$ cat src/rtl/load_pkg.sv
`default_nettype none
// ============================================================================
// Module      : load_pkg
// Description : Shared definitions for the load path: funct3 load encodings,
//               controller state encoding and the latency counter width.
// Revision    : 1.0 - initial release
// ============================================================================
package load_pkg;

    // Latency down-counter width; MEM_LAT must fit in this many bits.
    localparam int c_lat_cnt_w = 8;

    // funct3 encodings of the supported loads
    localparam logic [2:0] c_f3_lb  = 3'b000;
    localparam logic [2:0] c_f3_lh  = 3'b001;
    localparam logic [2:0] c_f3_lw  = 3'b010;
    localparam logic [2:0] c_f3_lbu = 3'b100;
    localparam logic [2:0] c_f3_lhu = 3'b101;

    // Controller states
    typedef enum logic [1:0] {
        IDLE   = 2'd0,
        ACCESS = 2'd1,
        RESP   = 2'd2
    } state_t;

endpackage
`default_nettype wire

$ cat src/rtl/load_unit_if.sv
`default_nettype none
// ============================================================================
// Module      : load_unit_if
// Description : Request, data-memory and writeback signals of the load unit.
//               'slave' is the load unit's view, 'master' is the view of the
//               surrounding pipeline and memory.
// Revision    : 1.0 - initial release
// ============================================================================
interface load_unit_if #(
    parameter int ADDR_W = 32,
    parameter int DATA_W = 32,
    parameter int REG_W  = 5
);
    logic              req_valid;
    logic              req_ready;
    logic [ADDR_W-1:0] req_base;
    logic [11:0]       req_offset;
    logic [2:0]        req_funct3;
    logic [REG_W-1:0]  req_rd;
    logic              mem_read;
    logic [ADDR_W-1:0] mem_address;
    logic [DATA_W-1:0] mem_read_data;
    logic              wb_valid;
    logic              wb_ready;
    logic [REG_W-1:0]  wb_rd;
    logic [DATA_W-1:0] wb_data;
    logic              load_err;

    modport slave (
        input  req_valid, req_base, req_offset, req_funct3, req_rd,
        output req_ready,
        output mem_read, mem_address,
        input  mem_read_data,
        output wb_valid, wb_rd, wb_data, load_err,
        input  wb_ready
    );

    modport master (
        output req_valid, req_base, req_offset, req_funct3, req_rd,
        input  req_ready,
        input  mem_read, mem_address,
        output mem_read_data,
        input  wb_valid, wb_rd, wb_data, load_err,
        output wb_ready
    );
endinterface
`default_nettype wire

$ cat src/rtl/load_extract.sv
`default_nettype none
// ============================================================================
// Module      : load_extract
// Description : Byte/halfword lane select with sign or zero extension of a
//               captured memory word. Unknown funct3 codes return the word.
// Revision    : 1.0 - initial release
// ============================================================================
module load_extract
    import load_pkg::*;
#(
    parameter int DATA_W = 32
) (
    input  wire logic [DATA_W-1:0] i_word,
    input  wire logic [1:0]        i_ea_lo,
    input  wire logic [2:0]        i_funct3,
    output logic      [DATA_W-1:0] o_data
);

    logic [7:0]  w_byte;
    logic [15:0] w_half;

    // Select the addressed lane, then extend according to the load type
    always_comb begin
        w_byte = 8'h00;
        w_half = 16'h0000;
        o_data = i_word;
        case (i_ea_lo)
            2'd0:    w_byte = i_word[7:0];
            2'd1:    w_byte = i_word[15:8];
            2'd2:    w_byte = i_word[23:16];
            default: w_byte = i_word[31:24];
        endcase
        w_half = i_ea_lo[1] ? i_word[31:16] : i_word[15:0];
        case (i_funct3)
            c_f3_lb:  o_data = {{24{w_byte[7]}}, w_byte};
            c_f3_lbu: o_data = {24'h000000, w_byte};
            c_f3_lh:  o_data = {{16{w_half[15]}}, w_half};
            c_f3_lhu: o_data = {16'h0000, w_half};
            default:  o_data = i_word;
        endcase
    end

endmodule
`default_nettype wire

$ cat src/rtl/load_unit.sv
`default_nettype none
// ============================================================================
// Module      : load_unit
// Description : Load-path controller. Accepts one load, forms the effective
//               address, holds mem_read for MEM_LAT cycles, then presents the
//               extended result through a valid/ready writeback handshake.
//               Optional feature macro: LOAD_MISALIGN_TRAP_EN (misaligned and
//               undefined loads skip the memory and return load_err=1).
// Revision    : 1.0 - initial release
// ============================================================================
module load_unit
    import load_pkg::*;
#(
    parameter int ADDR_W  = 32,
    parameter int DATA_W  = 32,
    parameter int MEM_LAT = 1,
    parameter int REG_W   = 5
) (
    input  wire logic  clk,
    input  wire logic  reset,
    load_unit_if.slave bus
);

    localparam logic [c_lat_cnt_w-1:0] c_cnt_one = c_lat_cnt_w'(1);
    localparam logic [c_lat_cnt_w-1:0] c_cnt_lat = c_lat_cnt_w'(MEM_LAT);

    state_t                  r_state;
    logic [c_lat_cnt_w-1:0]  r_cnt;
    logic                    r_req_ready;
    logic                    r_mem_read;
    logic [ADDR_W-1:0]       r_mem_addr;
    logic                    r_wb_valid;
    logic [1:0]              r_ea_lo;
    logic [2:0]              r_funct3;
    logic [REG_W-1:0]        r_rd;
    logic [DATA_W-1:0]       r_word;
    logic [ADDR_W-1:0]       w_ea;
    logic [DATA_W-1:0]       w_ext;
    logic                    w_accept;
    logic                    w_wb_done;
    logic                    w_trap;

    assign w_ea      = bus.req_base + {{(ADDR_W-12){bus.req_offset[11]}}, bus.req_offset};
    assign w_accept  = bus.req_valid && r_req_ready;
    assign w_wb_done = r_wb_valid && bus.wb_ready;

`ifdef LOAD_MISALIGN_TRAP_EN
    logic w_misalign;
    logic w_undef;
    logic r_err;

    // Classify the incoming request as misaligned or undefined
    always_comb begin
        w_misalign = 1'b0;
        w_undef    = 1'b0;
        case (bus.req_funct3)
            c_f3_lh, c_f3_lhu:      w_misalign = w_ea[0];
            c_f3_lw:                w_misalign = (w_ea[1:0] != 2'b00);
            3'b011, 3'b110, 3'b111: w_undef    = 1'b1;
            default:                ;
        endcase
    end

    assign w_trap = w_misalign || w_undef;

    // Error flag follows the trapped request until its writeback completes
    always_ff @(posedge clk) begin
        if (reset) begin
            r_err <= 1'b0;
        end else if (w_accept) begin
            r_err <= w_trap;
        end else if (w_wb_done) begin
            r_err <= 1'b0;
        end
    end

    assign bus.load_err = r_err;
`else
    assign w_trap       = 1'b0;
    assign bus.load_err = 1'b0;
`endif

    // Control FSM: accept, time the memory access, hold the writeback result
    always_ff @(posedge clk) begin
        if (reset) begin
            r_state     <= IDLE;
            r_cnt       <= '0;
            r_req_ready <= 1'b0;
            r_mem_read  <= 1'b0;
            r_mem_addr  <= '0;
            r_wb_valid  <= 1'b0;
            r_ea_lo     <= 2'b00;
            r_funct3    <= 3'b000;
            r_rd        <= '0;
            r_word      <= '0;
        end else begin
            case (r_state)
                IDLE: begin
                    r_req_ready <= 1'b1;
                    if (w_accept) begin
                        r_req_ready <= 1'b0;
                        r_ea_lo     <= w_ea[1:0];
                        r_funct3    <= bus.req_funct3;
                        r_rd        <= bus.req_rd;
                        if (w_trap) begin
                            // Trapped loads never touch memory; result is zero
                            r_word     <= '0;
                            r_wb_valid <= 1'b1;
                            r_state    <= RESP;
                        end else begin
                            r_mem_read <= 1'b1;
                            r_mem_addr <= {w_ea[ADDR_W-1:2], 2'b00};
                            r_cnt      <= c_cnt_lat;
                            r_state    <= ACCESS;
                        end
                    end
                end
                ACCESS: begin
                    if (r_cnt == c_cnt_one) begin
                        r_word     <= bus.mem_read_data;
                        r_mem_read <= 1'b0;
                        r_mem_addr <= '0;
                        r_wb_valid <= 1'b1;
                        r_state    <= RESP;
                    end else begin
                        r_cnt <= r_cnt - c_cnt_one;
                    end
                end
                RESP: begin
                    if (w_wb_done) begin
                        r_wb_valid  <= 1'b0;
                        r_req_ready <= 1'b1;
                        r_state     <= IDLE;
                    end
                end
                default: begin
                    r_state <= IDLE;
                end
            endcase
        end
    end

    load_extract #(
        .DATA_W (DATA_W)
    ) u_extract (
        .i_word   (r_word),
        .i_ea_lo  (r_ea_lo),
        .i_funct3 (r_funct3),
        .o_data   (w_ext)
    );

    assign bus.req_ready   = r_req_ready;
    assign bus.mem_read    = r_mem_read;
    assign bus.mem_address = r_mem_addr;
    assign bus.wb_valid    = r_wb_valid;
    assign bus.wb_rd       = r_rd;
    // x0 never receives a nonzero value; data is also zero outside RESP
    assign bus.wb_data     = (r_wb_valid && (r_rd != '0)) ? w_ext : '0;

endmodule
`default_nettype wire

$ cat src/flat_wrapper.sv
// flat-port wrapper written by rule: the top's interface ports become plain ports
module load_unit_flat import load_pkg::*;
#(
    parameter int ADDR_W  = 32,
    parameter int DATA_W  = 32,
    parameter int MEM_LAT = 1,
    parameter int REG_W   = 5
)
  (clk, reset, bus_req_valid, bus_req_base, bus_req_offset, bus_req_funct3, bus_req_rd, bus_req_ready, bus_mem_read, bus_mem_address, bus_mem_read_data, bus_wb_valid, bus_wb_rd, bus_wb_data, bus_load_err, bus_wb_ready);
  load_unit_if #(.ADDR_W(ADDR_W), .DATA_W(DATA_W), .REG_W(REG_W)) bus_i ();
  input  wire logic clk;
  input  wire logic reset;
  input wire logic [$bits(bus_i.req_valid)-1:0] bus_req_valid;
  input wire logic [$bits(bus_i.req_base)-1:0] bus_req_base;
  input wire logic [$bits(bus_i.req_offset)-1:0] bus_req_offset;
  input wire logic [$bits(bus_i.req_funct3)-1:0] bus_req_funct3;
  input wire logic [$bits(bus_i.req_rd)-1:0] bus_req_rd;
  output wire logic [$bits(bus_i.req_ready)-1:0] bus_req_ready;
  output wire logic [$bits(bus_i.mem_read)-1:0] bus_mem_read;
  output wire logic [$bits(bus_i.mem_address)-1:0] bus_mem_address;
  input wire logic [$bits(bus_i.mem_read_data)-1:0] bus_mem_read_data;
  output wire logic [$bits(bus_i.wb_valid)-1:0] bus_wb_valid;
  output wire logic [$bits(bus_i.wb_rd)-1:0] bus_wb_rd;
  output wire logic [$bits(bus_i.wb_data)-1:0] bus_wb_data;
  output wire logic [$bits(bus_i.load_err)-1:0] bus_load_err;
  input wire logic [$bits(bus_i.wb_ready)-1:0] bus_wb_ready;
  assign bus_i.req_valid = bus_req_valid;
  assign bus_i.req_base = bus_req_base;
  assign bus_i.req_offset = bus_req_offset;
  assign bus_i.req_funct3 = bus_req_funct3;
  assign bus_i.req_rd = bus_req_rd;
  assign bus_req_ready = bus_i.req_ready;
  assign bus_mem_read = bus_i.mem_read;
  assign bus_mem_address = bus_i.mem_address;
  assign bus_i.mem_read_data = bus_mem_read_data;
  assign bus_wb_valid = bus_i.wb_valid;
  assign bus_wb_rd = bus_i.wb_rd;
  assign bus_wb_data = bus_i.wb_data;
  assign bus_load_err = bus_i.load_err;
  assign bus_i.wb_ready = bus_wb_ready;
  load_unit #(.ADDR_W(ADDR_W), .DATA_W(DATA_W), .MEM_LAT(MEM_LAT), .REG_W(REG_W)) u_core (.clk(clk), .reset(reset), .bus(bus_i));
endmodule
$ cat config.mk
export PLATFORM = sky130hd
export DESIGN_NAME = load_unit_flat
export DESIGN_NICKNAME = d
export VERILOG_FILES = /design/src/rtl/load_pkg.sv /design/src/rtl/load_unit_if.sv /design/src/rtl/load_extract.sv /design/src/rtl/load_unit.sv /design/src/flat_wrapper.sv
export SDC_FILE = /design/constraint.sdc
export NUM_CORES = 1
export LEC_CHECK = 0
export ABC_AREA = 1
export CAP_MARGIN = 20
export CORE_UTILIZATION = 40
export DETAILED_ROUTE_END_ITERATION = 8
export PLACE_DENSITY = 0.71
export SYNTH_ARGS = -nofsm -noshare
export SYNTH_HDL_FRONTEND = slang
export SYNTH_HIERARCHICAL = 1
export SYNTH_SLANG_ARGS = --single-unit
$ cat constraint.sdc
create_clock -name clk -period 1.96 [get_ports clk]
set_input_delay 0.196 -clock clk [delete_from_list [all_inputs] [get_ports clk]]
set_output_delay 0.196 -clock clk [all_outputs]
set_load 0.005 [all_outputs]
==> run_results.csv <==
group,metric,value,unit
run_status,status,"finished, violations left",
run_status,violations,"negative setup slack",
floorplanning,placementRows,46,
detailed_routing,wl,22.53,mm
cells_and_area,fin_cells,1596,
clock_network,cts_max_level,3,
setup_path,crit_fanout,8,
logic_synthesis,syn_area,6578,um2
placement,dp.cells,1568,
setup_path,critical_path.cell_chain,"or4_4, o21ai_4, buf_12, buf_12, buf_16, nor2_1, buf_2",
placement,preCtsSetupSlack,-0.3507,ns
sta,tns,-2.330,ns
sta,fin_skew,0.008285,ns
detailed_routing,drt_first_pass_iters,6,
setup_path,path_class,"register to primary output",
setup_path,cp-start-kind,"register",
logic_synthesis,syn_area_per_cell,5.715,um2
setup_path,crit_path_top_delay_cell,"or4_4",
floorplanning,io_pins,161,
detailed_routing,wl_per_cell,14.11,um
min_path,hp-class,"input pin to register",
pwr,powerDensity,597.4,nW/um2
sta,fmax,477.4,MHz
clock_network,cts.reportedPaths.clkPinSlew,0.07,ns
floorplanning,core_region_area,15940,um2
sta,worst_pin_slew,0.6646,ns
setup_path,cp-end-kind,"primary output",
global_routing,antenna_found_initial,0,
sta,relSlewSlack,0.5564,
clock_network,cts-root-buf,"clkbuf_16",
sta,hold_violations,0,
global_routing,gr-usage-all-layers,0.2685,
flow_run,maxCapViolCount,0,
clock_network,cts_made_buffers,9,
floorplanning,fp.dieH,130.2,um
detailed_routing,ant_nets,0,
placement,routabilityCongestion,0.9498,
cells_and_area,final_common_cell,"nand2_1",
sta,timing.hold.ws,0.4372,ns
setup_path,worst_path_largest_cell_delay,0.54,ns
setup_path,reg2reg_slack,0.27,ns
logic_synthesis,synthCells,1151,
setup_path,critPathCapture,"bus_wb_data[28]",
pwr,ir_drop,0.4470,mV
pwr,power,5.686,mW
logic_synthesis,yosys.area.top_type,"dfxtp_1",
cells_and_area,finalInstanceArea,9518,um2
clock_network,clkLatencyLatePin,0.35,ns
setup_path,timing.rr.end,"u_core/r_cnt[5]",
global_routing,grt_pass1_vias,7037,
floorplanning,start_util,0.4126,
global_routing,overflow,0,
detailed_routing,num_vias,7925,
sta,slew_viol_final,0,
sta,final-setup-viol-count,32,
logic_synthesis,ys_warn_count,6,
setup_path,worstPathArrival,1.90,ns
global_routing,grt_max_degree,43,
logic_synthesis,synth_cell_type_count,39,
logic_synthesis,synth-seq-cells,85,
setup_path,rr_startpoint,"u_core/r_cnt[1]",
cells_and_area,n_antenna_cell,0,
setup_path,worstRegToRegCells,11,
detailed_routing,drt_iter0_drc,629,
detailed_routing,vias_per_cell,4.966,
cells_and_area,mostFrequentLayoutCells,"337 x nand2_1, 174 x nor2_1, 160 x inv_1",
pwr,p_leak,4.708,nW
logic_synthesis,yosysSeqAreaShare,0.2587,
setup_path,required,1.76,ns
floorplanning,die_w,130.2,um
clock_network,cts_tree,"built",
clock_network,cts_buffer_depth,2,
cells_and_area,fin_nets,1498,
setup_path,cp-startpoint,"u_core/bus.wb_rd[1]",
cells_and_area,layout-drive-gt1-share,0.1616,
clock_network,clock-sinks,85,
placement,placed_area,8874,um2
global_routing,grt_pass1_wl,35.31,mm
sta,rsz0062_at_grt,"true",
placement,io_buffer_count,157,
floorplanning,dieArea,16960,um2
logic_synthesis,synth_top_area_frac,0.2587,
sta,setup_ws,-0.1349,ns
cells_and_area,fin_util,0.5970,
placement,dp_hpwl,16.48,mm
setup_path,crit_top_cell,"buf_12",
sta,period_share,1.069,
sta,finalCriticalPeriod,2.095,ns
logic_synthesis,yosys-top-cells-area,"dfxtp_1 26%, nand2_1 20%, nor2_1 11%, inv_1 9.2%, nand3_1 6.5%",
detailed_routing,route.detailed.drc,0,
cells_and_area,area_growth,44.70,%
[registers in the layout, summed over array words and instances, names as in the netlist]
name and cells:
u_core/bus.req_ready 1, u_core/r_funct3 3, u_core/bus.mem_read 1, u_core/bus.wb_rd 5, u_core/r_ea_lo 2, u_core/bus.wb_valid 1, u_core/r_state 2, u_core/bus.mem_address 30
u_core/r_cnt 8, u_core/r_word 32
[report_power, final]
part	switching [mW]	leakage [nW]	internal [mW]	total [mW]
Combinational	1.10	3.87	0.928	2.03
Sequential	0.123	0.693	1.86	1.99
Clock	0.742	0.142	0.929	1.67
[per-layer routing]
layer	global-route usage	routed length, um	vias up
met5	0	0	-
met4	0.09029	478	0
met3	0.04510	1673	41
met2	0.4471	10440	281
met1	0.3502	9932	3557
li1	-	-	4046
[worst max-delay path: cells and delay by family (launching register included)]
family          cells  cell delay [ns]
flops               1             0.32
simple gates        2             0.58
compound gates      1             0.16
buf+inv             4             0.50
[cell usage after synthesis]
library cell / number
o21ai_2: 1
buf_2: 12
fa_1: 1
nand4_1: 5
o21bai_1: 2
nand3_4: 1
a21oi_1: 69
nor2_4: 4
inv_2: 3
or2_2: 2
conb_1: 1
or3_1: 1
nor3b_1: 1
nor3_1: 7
xnor2_1: 2
o21ai_0: 68
buf_1: 1
and2_1: 1
xor2_1: 6
nand2_1: 347
nor2_2: 3
clkbuf_1: 17
o211ai_1: 3
o21a_1: 1
nand3_1: 85
or4_1: 1
nand3_2: 3
nand2_2: 3
or2_1: 1
dfxtp_1: 85
a21o_1: 2
nor3_4: 1
nor2_1: 199
buf_4: 4
nand3b_1: 3
ha_1: 33
buf_6: 5
o21ai_1: 5
inv_1: 162
[cell type report]
cell class	instances	area (um2)
Fill cell	1590	6425
Multi-Input combinational cell	866	4370
Timing Repair Buffer	249	2266
Sequential cell	85	1708
Inverter	165	619.3
Tap cell	216	270.3
Clock buffer	11	252.7
Clock inverter	4	31.28
[worst min-delay path by stage]
| stage | from | endpoint | slack (ns) | depth (start not counted) |
|---|---|---|---|---|
| finish | bus_mem_read_data[18] | u_core/r_word[18] | 0.44 | 3 |
| global route | bus_mem_read_data[27] | u_core/r_word[27] | 0.45 | 3 |
| CTS | bus_req_rd[1] | u_core/bus.wb_rd[1] | 0.42 | 3 |
| detailed placement | u_core/bus.mem_address[4] | u_core/bus.mem_address[4] | 0.46 | 2 |
| global placement | u_core/bus.mem_address[2] | u_core/bus.mem_address[2] | 0.45 | 2 |
| floorplan | bus_req_funct3[1] | u_core/r_funct3[1] | 0.33 | 2 |
[kinds of logic after synthesis]
group,share of synthesized area
buf+inv,0.1267
flops,0.2587
simple gates,0.4191
compound gates,0.1185
fa+ha+maj,0.06582
other cells,0.0005701
xor+xnor,0.01065
[timing repair]
item / in CTS / in global routing
pin swaps: 2 / 7
endpoints found under the setup margin: 32 / 53
endpoints found under the hold margin: 0 / 0
hold buffers: 0 / 0
buffers inserted: 3 / 5
cloned: 5 / 0
resized for setup: 146 / 67
Power figures use the tool's default switching activity.
==> RTL edit 1 (same settings) <==
Re-encode `state_t` (3 states) as one-hot, 3 bits wide.
--- a/src/rtl/load_pkg.sv
+++ b/src/rtl/load_pkg.sv
@@ -19,8 +19,8 @@
 
     // Controller states
-    typedef enum logic [1:0] {
-        IDLE   = 2'd0,
-        ACCESS = 2'd1,
-        RESP   = 2'd2
+    typedef enum logic [2:0] {
+        IDLE   = 3'b001,
+        ACCESS = 3'b010,
+        RESP   = 3'b100
     } state_t;
 
Check against the original RTL: same outputs for any inputs over 10 cycles, from zero or initial values and one cycle with reset high; not proved beyond that.
==> RTL edit 1 against the unedited design <==
The flow still finishes with violations (setup timing); sequential cell count is 1 higher; area after synthesis is 2.0% higher; total power is 0.42% lower; final area is 4.8% higher; worst setup slack better by 29 ps; non-clock buffer count is 23 higher; clock power is 2% higher; routed wire length is 2.3% higher; critical path type unchanged.
==> RTL edit 1: results (changes against the unedited design) <==
Synthesis
  – Cells after Synth: 1157 (+0.52%)
  – Synth cell count leaders: nand2_1 (345), nor2_1 (189), inv_1 (163), nand3_1 (90), dfxtp_1 (86)
  – Adder-cell area share of the yosys netlist: 6.45% (-0.13 points)
  – Seq/Total Area, Yosys: 25.7% (-0.20 points)

Route
  – Routed wl met2: 10800 um (+3.7%)
  – DRT Pass-1 Iters: 5 (-1)
  – Iteration-0 DRC Markers: 545 (-13%)
  – DR vias/cell: 4.97 (about the same)
  – Detail Route met3 WL: 1290 um (-23%)
  – Vias: 8094 (+2.1%)

Critical path
  – Reg2reg start: u_core/r_cnt[0]
  – Arrival @ worst endpoint: 1870 ps (-30 ps)
  – Slowest Stage Delay on Critical Path: 410 ps (-130 ps)
  – Crit path max fanout: 5 (-3)
  – CP Launch Point: u_core/r_ea_lo[1]
  – Crit-path slowest cell: dfxtp_4
  – FF-to-FF path depth: 7 (-4)
  – Crit-path leading delay family: buffers and inverters
  – Reg2reg setup slack: 80 ps (-190 ps)

Global routing
  – Gr usage total: 25.4% (-1.4 points)
  – GR Layer Usage met1: 32.6% (-2.4 points)
  – GR Util met3: 4.01% (-0.50 points)
  – Global-route wire length before repair: 35900 um (+1.8%)
  – Number of global-route vias before repair: 7394 (+5.1%)
  – Pin count of the biggest net entering global routing: 39 (-9.3%)
  – Met2 usage: 42.8% (-1.9 points)

Power and ir drop
  – P_leak: 4.94 nW (+5.0%)
  – Pwr dens: 567 mW/mm2 (-5.0%)

STA
  – Min Hold Slack: 428 ps (-8.87 ps)
  – Setup ws final: -106 ps (+29.2 ps)
  – Clock Skew: 5.53 ps (-2.76 ps)
  – Final setup violation count: 9 (-72%)
  – Total negative slack: -602 ps (+1730 ps)

Placement
  – Placed insts: 1570 (+0.13%)
  – GPL Wtd Cong: 0.898 (-5.4%)
  – Dpl cell area: 0.00892 mm2 (+0.48%)
  – Final HPWL DP: 16300 um (-1.2%)
  – DP Worst Slack: -355 ps (-4.03 ps)

Cells and area
  – Layout cells sized above 1: 18.8% (+2.6 points)
  – Multi-input logic area: 0.00453 mm2 (+3.8%)
  – Signal buf overhead: 25.0% (+1.2 points)
  – Filler Cell Count: 1500 (-5.7%)
  – Inverters: 170 (+3.0%)
  – Final core area utilization: 61.9% (+2.2 points)
  – Seq cells: 86 (+1.2%)
  – Clk tree area frac: 2.95% (-0.037 points)
  – Nets: 1530 (+2.1%)
  – Sequential cell area share: 17.4% (-0.53 points)

Run status
  – Failing checks: setup timing
  – Outcome: complete, but fails checks

Min path
  – Hold Path End: u_core/r_funct3[0]

Clock network
  – Post_cts resized: 75 (-49%)
[RTL edit 1: cell count changes in the layout (fill, tap and decap cells not counted), sizes merged, moves of 6 or more]
cell / change
clkbuf: +7
nor2: -11
a21oi: +6
buf: +9
inv: +6
dlymetal6s2s: +6
nand3: +7
[RTL edit 1: report_power, final]
group | switching [mW] | internal [mW] | leakage [nW] | total [mW]
Sequential | 0.0831 | 1.84 | 0.701 | 1.93
Clock | 0.772 | 0.943 | 0.144 | 1.71
Combinational | 1.06 | 0.957 | 4.10 | 2.02
[RTL edit 1: cell families (layout without fill, tap and decap cells)]
| kind of cell | after synthesis | after routing |
|---|---|---|
| DFF | 86 | 86 |
| xor gates and xnor gates | 9 | 9 |
| buffers and inverters | 208 | 458 |
| AOI/OAI and AO/OA | 157 | 157 |
| adders and majority gates | 34 | 34 |
| other | 1 | 3 |
| and+or+nand+nor | 662 | 666 |
==> RTL edit 2 (same flow settings) <==
Without the edit above. Add a define of `LOAD_MISALIGN_TRAP_EN`.
--- a/src/rtl/load_unit.sv
+++ b/src/rtl/load_unit.sv
@@ -9,4 +9,6 @@
 // Revision    : 1.0 - initial release
 // ============================================================================
+`define LOAD_MISALIGN_TRAP_EN
+
 module load_unit
     import load_pkg::*;
Formal check against the unedited RTL: not equivalent (Yosys sat finds a counterexample within 4 cycles, from zero or initial values and one cycle with reset high).
==> RTL edit 2 against the unedited design <==
The flow finishes with violations (DRC, setup timing); final area up 15%; global-route usage down 1.1 points; non-clock buffer count grew 50; sequential cell count up 1; first-iteration DRC count rose by 38%; fmax rose by 2.8%; area after synthesis increased by 8.8%; sequential share of layout area fell by 2.1 points; clock skew grew 3.1 ps; register-to-register slack worse by 270 ps; worst setup slack improved by 58 ps; routed wire length up 16%; largest cell class unchanged; highest routed layer unchanged.
Power is not compared: it rests on default switching activity, and its combinational part moved more than twofold at a synthesized area within 25%.
==> RTL edit 2: results (changes against the unedited design) <==
Critical path
  – Worst setup endpoint: bus_wb_data[28]
  – RR Endpoint: u_core/bus.mem_address[11]
  – Crit-path slowest cell: dfxtp_4
  – CP Launch Point: u_core/r_funct3[0]
  – Crit path max fanout: 6 (-2)
  – Reg2reg start: u_core/r_state[1]
  – Slowest Stage Delay on Critical Path: 360 ps (-180 ps)
  – FF-to-FF path depth: 9 (-2)
  – Arrival @ worst endpoint: 1840 ps (-60 ps)
  – Crit-path leading delay family: buffers and inverters
  – Reg2reg setup slack: 0 ps (-270 ps)

Cells and area
  – Filler Cell Count: 1556 (-2.1%)
  – Most flop-heavy register: u_core/r_word
  – Nets: 1582 (+5.6%)
  – Layout cells sized above 1: 25.9% (+9.7 points)
  – Max reg flops: 32 (unchanged)

Placement
  – Port-buffer cells: 158 (+0.64%)
  – GPL Wtd Cong: 0.935 (-1.6%)
  – Dpl cell area: 0.00949 mm2 (+7.0%)
  – Final HPWL DP: 16800 um (+2.1%)

Route
  – DR vias/cell: 5.23 (+5.3%)
  – Drt drc: 1 (+1)
  – DRT Pass-1 Iters: 9 (+3)
  – Final WL: 26200 um (+16%)
  – Iteration-0 DRC Markers: 867 (+38%)

Clock network
  – CTS H-Tree Depth: 3 (unchanged)
  – Worst-Skew Late Latency: 360 ps
  – Clock buffer count from CTS: 9 (unchanged)
  – CTS max path bufs: 2 (unchanged)
  – Clock slew at reported path FFs: 70 ps (about the same)
  – Root Driver: clkbuf_16

Global routing
  – Global-route wire length before repair: 37500 um (+6.1%)
  – Initial antenna violation count: 1 (+1)
  – Number of global-route vias before repair: 7669 (+9.0%)
  – Gr usage total: 25.8% (-1.1 points)
  – Pin count of the biggest net entering global routing: 75 (+74%)

Power and ir drop
  – Peak VDD IR: 0.000714 V
  – P_leak: 5.15 nW

Synthesis
  – Synth cell count leaders: nand2_1 (391), inv_1 (165), nor2_1 (118), nand3_1 (100), dfxtp_1 (86)
  – Count of cell types in the netlist: 40 (+2.6%)
  – Seq/Total Area, Yosys: 24.1% (-1.8 points)
  – Synth Warn #: 6 (unchanged)
  – Async SR Flop Fraction: 0% (unchanged)
  – Largest cells by area after synthesis: dfxtp_1 (24%), nand2_1 (21%), inv_1 (8.7%), nand3_1 (7.0%), ha_1 (6.3%)
  – Synth Flop Type: dfxtp_1

Min path
  – Hold crit path type: input pin to flip-flop

Run status
  – Outcome: complete, but fails checks
  – Failing checks: DRC, setup timing

STA
  – Final setup violation count: 8 (-75%)
  – Setup ws final: -76.9 ps (+58.0 ps)
  – Clock Skew: 11.4 ps (+3.11 ps)
==> RTL edit 2: cell count changes after synthesis, moves of 8 or more <==
cell,change
nor2_1,-81
nand2_1,+44
o21ai_0,-38
a21oi_2,+30
nand3_2,+30
nand3_1,+15
a21oi_1,+8
==> RTL edit 2: timing repair <==
action | CTS | global route
gates cloned | 7 | 6
setup buffers | 15 | 30
resized for setup | 91 | 178
setup endpoints to repair | 104 | 103
pin swaps | 9 | 40
==> RTL edit 2: worst min-delay path, delay by kind of cell <==
kind	cells	cell delay [ps]
AND/OR/NAND/NOR	2	150
buffers and inverters	2	250
==> RTL edit 2: cell families (layout without fill, tap and decap cells) <==
family                   after synthesis  in the layout  synth area share (%)
XOR/XNOR                              11             11                  1.35
adder cells (fa/ha/maj)               37             37                  6.57
AND/OR/NAND/NOR                      676            679                  41.8
AO/OA/AOI/OAI                        157            157                  13.0
flip-flops                            86             86                  24.1
other                                  1              3                0.0524
buffers and inverters                215            490                  13.1
==> RTL edit 2: final cells by class <==
cell class | instances | area (um2) | share of cell area [%]
Timing Repair inverter | 2 | 20.0 | 0.183
Clock inverter | 6 | 100 | 0.913
Antenna cell | 1 | 2.50 | 0.0228
Multi-Input combinational cell | 886 | 5070 | 46.2
Inverter | 173 | 676 | 6.16
Clock buffer | 10 | 239 | 2.18
Sequential cell | 86 | 1740 | 15.8
Tap cell | 225 | 282 | 2.57
Timing Repair Buffer | 299 | 2850 | 25.9
==> RTL edit 2: how the worst min path moves through the flow <==
| stage | end | depth (start not counted) | from |
|---|---|---|---|
| floorplan | u_core/r_word[0] | 2 | bus_mem_read_data[0] |
| global placement | u_core/bus.mem_address[2] | 2 | u_core/bus.mem_address[2] |
| detailed placement | u_core/bus.mem_address[4] | 2 | u_core/bus.mem_address[4] |
| CTS | u_core/r_cnt[6] | 4 | reset |
| global route | u_core/r_ea_lo[0] | 4 | bus_req_offset[0] |
| finish | u_core/r_cnt[6] | 4 | reset |
==> RTL edit 2: where the power goes <==
part	switching [mW]	internal [mW]	leakage, nW
clock	0.839	1.18	0.168
combinational	2.97	2.36	4.28
sequential	0.225	1.98	0.700
total	4.03	5.52	5.15
==> RTL edit 2: routing by layer <==
metal  GRT usage, %  vias up  share of wire [%]
met5              0        -                  0
met4           9.30        0                3.8
met3           4.53       99                7.8
met2           41.7      461                 45
met1           34.0     3977                 43
li1               -     4285                  -
==> RTL edit 2: through the flow <==
stage / TNS [ps] / worst slack [ps] / std cells / total power, mW / hold WS [ps]
floorplan: 0 / 28.1 / 1184 / 4.79 / 340
global placement: -44030 / -716 / 1614 / 6.00 / 449
detailed placement: -47000 / -819 / 1614 / 6.06 / 457
CTS: -2010 / -240 / 1652 / 8.80 / 290
global route: -2370 / -159 / 1688 / 10.1 / 301
finish: -377 / -76.9 / 1688 / 9.55 / 295
